**src/rtl/ether_rx.sv**
```systemverilog
// ether_rx: RMII receive front end.
// Finds preamble and SFD in the PHY dibit stream, then forwards post-SFD dibits
// in wire order as a registered valid/data stream with a one-cycle error pulse.
module ether_rx #(
  parameter int MIN_PREAMBLE     = 16,
  parameter int MAX_FRAME_DIBITS = 6088
) (
  input  logic       clk,
  input  logic       rst_n,
  input  logic       crsdv,
  input  logic [1:0] rxd,
  output logic       axiov,
  output logic [1:0] axiod,
  output logic       err
);

  typedef enum logic [1:0] {
    IDLE     = 2'd0,
    PREAMBLE = 2'd1,
    DATA     = 2'd2,
    DROP     = 2'd3
  } state_t;

  localparam logic [4:0]  MIN_PRE = 5'(MIN_PREAMBLE);
  localparam logic [12:0] MAX_DAT = 13'(MAX_FRAME_DIBITS);

  state_t      state;
  logic [4:0]  pre_cnt;
  logic [12:0] dat_cnt;
  // Set by reset and cleared by the first crsdv=0 sample. While set, the
  // carrier episode that was in progress at reset is abandoned silently: no
  // err pulses, and stray 10/11 dibits in IDLE do not force DROP.
  logic        mute;

  // Receive FSM with counters and registered outputs.
  always_ff @(posedge clk) begin
    if (!rst_n) begin
      state   <= IDLE;
      pre_cnt <= '0;
      dat_cnt <= '0;
      axiov   <= 1'b0;
      axiod   <= 2'b00;
      err     <= 1'b0;
      mute    <= 1'b1;
    end else begin
      // NOTE: axiov and err default low every cycle so each is a single-cycle
      // pulse; axiod has no default and therefore holds its last value.
      axiov <= 1'b0;
      err   <= 1'b0;
      if (!crsdv) mute <= 1'b0;

      case (state)
        IDLE: begin
          if (crsdv) begin
            if (rxd == 2'b01) begin
              state   <= PREAMBLE;
              pre_cnt <= 5'd1;
            end else if (rxd[1] && !mute) begin
              state <= DROP;
              err   <= 1'b1;
            end
          end
        end

        PREAMBLE: begin
          if (!crsdv) begin
            state <= IDLE;
            err   <= !mute;
          end else begin
            case (rxd)
              2'b01: begin
                if (pre_cnt != 5'd31) pre_cnt <= pre_cnt + 5'd1;
              end
              2'b11: begin
                if (pre_cnt >= MIN_PRE) begin
                  state   <= DATA;
                  dat_cnt <= '0;
                end else begin
                  state <= DROP;
                  err   <= !mute;
                end
              end
              default: begin
                state <= DROP;
                err   <= !mute;
              end
            endcase
          end
        end

        DATA: begin
          if (!crsdv) begin
            state <= IDLE;
          end else if (dat_cnt == MAX_DAT) begin
            state <= DROP;
            err   <= !mute;
          end else begin
            axiov   <= 1'b1;
            axiod   <= rxd;
            dat_cnt <= dat_cnt + 13'd1;
          end
        end

        DROP: begin
          if (!crsdv) state <= IDLE;
        end

        default: state <= IDLE;
      endcase
    end
  end

endmodule

```
**config.mk**
```make
export PLATFORM = sky130hd
export DESIGN_NAME = ether_rx
export DESIGN_NICKNAME = d
export VERILOG_FILES = /design/src/rtl/ether_rx.sv
export SDC_FILE = /design/constraint.sdc
export NUM_CORES = 1
export LEC_CHECK = 0
export CAP_MARGIN = 20
export CELL_PAD_IN_SITES_DETAIL_PLACEMENT = 0
export CELL_PAD_IN_SITES_GLOBAL_PLACEMENT = 1
export CORE_UTILIZATION = 47
export DETAILED_ROUTE_END_ITERATION = 8
export GPL_TIMING_DRIVEN = 1
export PLACE_DENSITY = 0.82
export REMOVE_ABC_BUFFERS = 1
export SYNTH_ARGS = -nofsm -noshare
export SYNTH_HDL_FRONTEND = slang
export SYNTH_SLANG_ARGS = --single-unit
```
**constraint.sdc**
```tcl
create_clock -name clk -period 3.4 [get_ports clk]
set_clock_uncertainty 0.1 [all_clocks]
set_input_delay 0.51 -clock clk [delete_from_list [all_inputs] [get_ports clk]]
set_output_delay 0.51 -clock clk [all_outputs]
set_load 0.1 [all_outputs]
```
==> results.ini <==
[clock_network]
path_clk_slew_ns=0.14
cts.repair.resized=0
clock_tree.buffer_depth=2
number_of_hold_repair_buffers_added_at_the_cts_stage=0
cts_made_buffers=3
clk_root_buffer_cell=clkbuf_4
clock_sink_count=25
clock_insertion_delay_worst_skew_ns=0.32
number_of_setup_buffers_added_after_cts=0
h-tree-depth=1
cts_tree=done

[floorplanning]
pin_count=9
die_w_microns=57.0
die_height_microns=57.0
core.rowCount=19
die_area_sq_mm=0.00325
coreArea_sq_mm=0.00281
initial_utilization_pct=50.6

[timing]
final.min_clock_period_ns=2.42
maxSlewHeadroom_pct=35.8
setup_tns_ns=0
timing_hold_violations_final=0
layout_worst_path_cycle_share_pct=71.1
fmaxAchievable_mhz=414
postLayoutSetupSlackWorst_ns=0.982
setup_viol=0
worstMarginPinSlew_ns=0.960
hold_ws_ns=0.380
drv_slew=0
rsz0062_at_grt=no

[route]
detail_route.iter0.violations=57
postRouteWirelength_mm=3.30
drt-wirelength-per-cell_microns=16.3
routed_via_density=6.41
drtAntennaViolNets=0
dr.pass1.iters=4
drc_errors=0
routed-via-count=1302

[status]
status=finished clean

[worst_setup_path]
critical_path.cell_chain=clkdlybuf4s50_1
crit_path_start_kind=register
slowest_stage=clkdlybuf4s50_1
reg2regPathDepth=6
startpoint_to_endpoint_class_of_the_critical_path=register to primary output
setup.worst_path.end_class=primary output
critical_path.max_fanout=1
timing.critical_path.required_ns=2.79
worstReg2RegStart=dat_cnt[0]
reg2reg_slack_ns=1.45
timing.critical_path.slowest_cell_delay_ns=1.13
critical_path_data_arrival_time_ns=1.81
crit_buf_inv=1
r2r_end=dat_cnt[2]
timing.critical_path.max_delay_family=buffers and inverters

[place]
numPortBuffers=8
gpl.final_weighted_congestion=0.860
placement.setup.worst_slack_ns=0.927
dpl.cell_count=199
detailedPlacementHpwl_mm=2.31

[pwr]
power.density_cell_area_mw_per_mm2=352
vdd_drop_max_uv=224
p_leak_uw=0.000547

[min_path]
holdPathEnd=err
kind_of_path_behind_the_tightest_hold_check=register to register
hold_path_depth=1
worst_hold_start=mute

[layout]
insertedDiodeCount=0
drive_gt1_share_pct=6.98
fin_cells=203
synth_to_layout_area_growth_pct=8.90
design.final.nets=182
final_util_pct=55.1

[synth]
most_frequent_cells_after_synthesis=25 x dfxtp_1, 20 x nand2_1, 10 x nor2_1, 9 x nand3_1, 8 x nor3_1
netlist_area_sq_mm=0.00142
synthesized_netlist_cell_count=165
yosys.cell_count.top_type=dfxtp_1
synth-main-ff-cell=dfxtp_1
synth.ff_latch_count=25
count_of_flip_flops_with_a_built_in_enable_after_synthesis=0
yosys.area.top_type=dfxtp_1
post_synth_num_cell_types=48
seq_area_frac_synth_pct=35.2
ys_warn_count=0
synthDominantCellAreaShare_pct=35.2
post_synth.cell_area_avg_sq_um=8.61
yosys-top-cells-area=dfxtp_1 35%, nand2_1 5.3%, ha_1 3.5%
ys_async_sr_fraction_pct=0

[run]
cap_viol_max_count=0

[grt]
overall_global_routing_usage_pct=22.1
wire_length_of_the_first_global_routing_pass_mm=5.66
maximum_number_of_pins_on_one_net_before_global_route_repair=16
gr-total-overflow=0
grt_antenna_before_repair=0
first_global_vias=1199

-- power by group --
part	internal (uW)	switching [uW]
sequential	301	12.1
combinational	33.4	59.8
clock	45.9	91.5
total	380	163
-- registers in the layout, indices dropped and copies added, names as in the netlist --
| register | cells |
|---|---|
| pre_cnt | 5 |
| axiov | 1 |
| state | 2 |
| axiod | 2 |
| mute | 1 |
| err | 1 |
| dat_cnt | 13 |
-- cell type report --
cell class	count	area (sq um)
Fill cell	284	1260
Multi-Input combinational cell	128	867
Sequential cell	25	500
Timing Repair Buffer	10	95.1
Tap cell	31	38.8
Clock buffer	4	26.3
Inverter	5	18.8
-- logic make-up after synthesis --
family	share of synthesized area, %
flip-flops	35.2
adder cells (fa/ha/maj)	3.52
AND/OR/NAND/NOR	32.4
buffers and inverters	3.70
AO/OA/AOI/OAI	21.1
XOR/XNOR	1.23
multiplexers	2.82
-- cells in the final DEF (no fill, tap or decap), types with 2 or more instances in the layout --
cell type	n
a21oi_1	6
and4_1	2
inv_1	4
and3_1	2
xor2_1	2
nand4bb_1	2
nand4b_1	3
o311ai_1	2
nand3_1	9
nor4_1	4
nand2_1	20
clkdlybuf4s50_1	8
nand4_1	7
mux2i_1	4
a21o_1	4
buf_4	2
dfxtp_1	25
nor2b_1	3
nor2_1	10
clkbuf_4	3
o211ai_1	2
ha_1	4
o21ai_1	2
a31oi_1	2
nor3_1	8
a32o_1	4
o21a_1	3
o21ai_0	4
-- worst max-delay path by stage --
stage                       to  cells past startpoint     start  slack (ns)
floorplan           dat_cnt[2]                      4    rxd[0]        1.68
global placement           err                      4     crsdv        1.03
detailed placement         err                      4     crsdv        0.93
CTS                        err                      1       err        0.96
global route          axiod[0]                      1  axiod[0]        0.93
finish                     err                      1       err        0.98
-- routing by layer --
layer	global-route usage, %	part of all wire [%]	up-vias
met5	0	0	-
met4	10.1	1.4	0
met3	2.49	4.8	5
met2	33.8	47	37
met1	31.5	47	616
li1	-	-	644
-- through the flow --
stage	cell area (sq um)	total power, uW
3_5_place_dp	1520	413
3_3_place_gp	1520	412
4_1_cts	1550	549
5_1_grt	1550	569
6_report	1550	544
2_1_floorplan	1390	381
No activity file was read; power rests on OpenSTA's default activity.
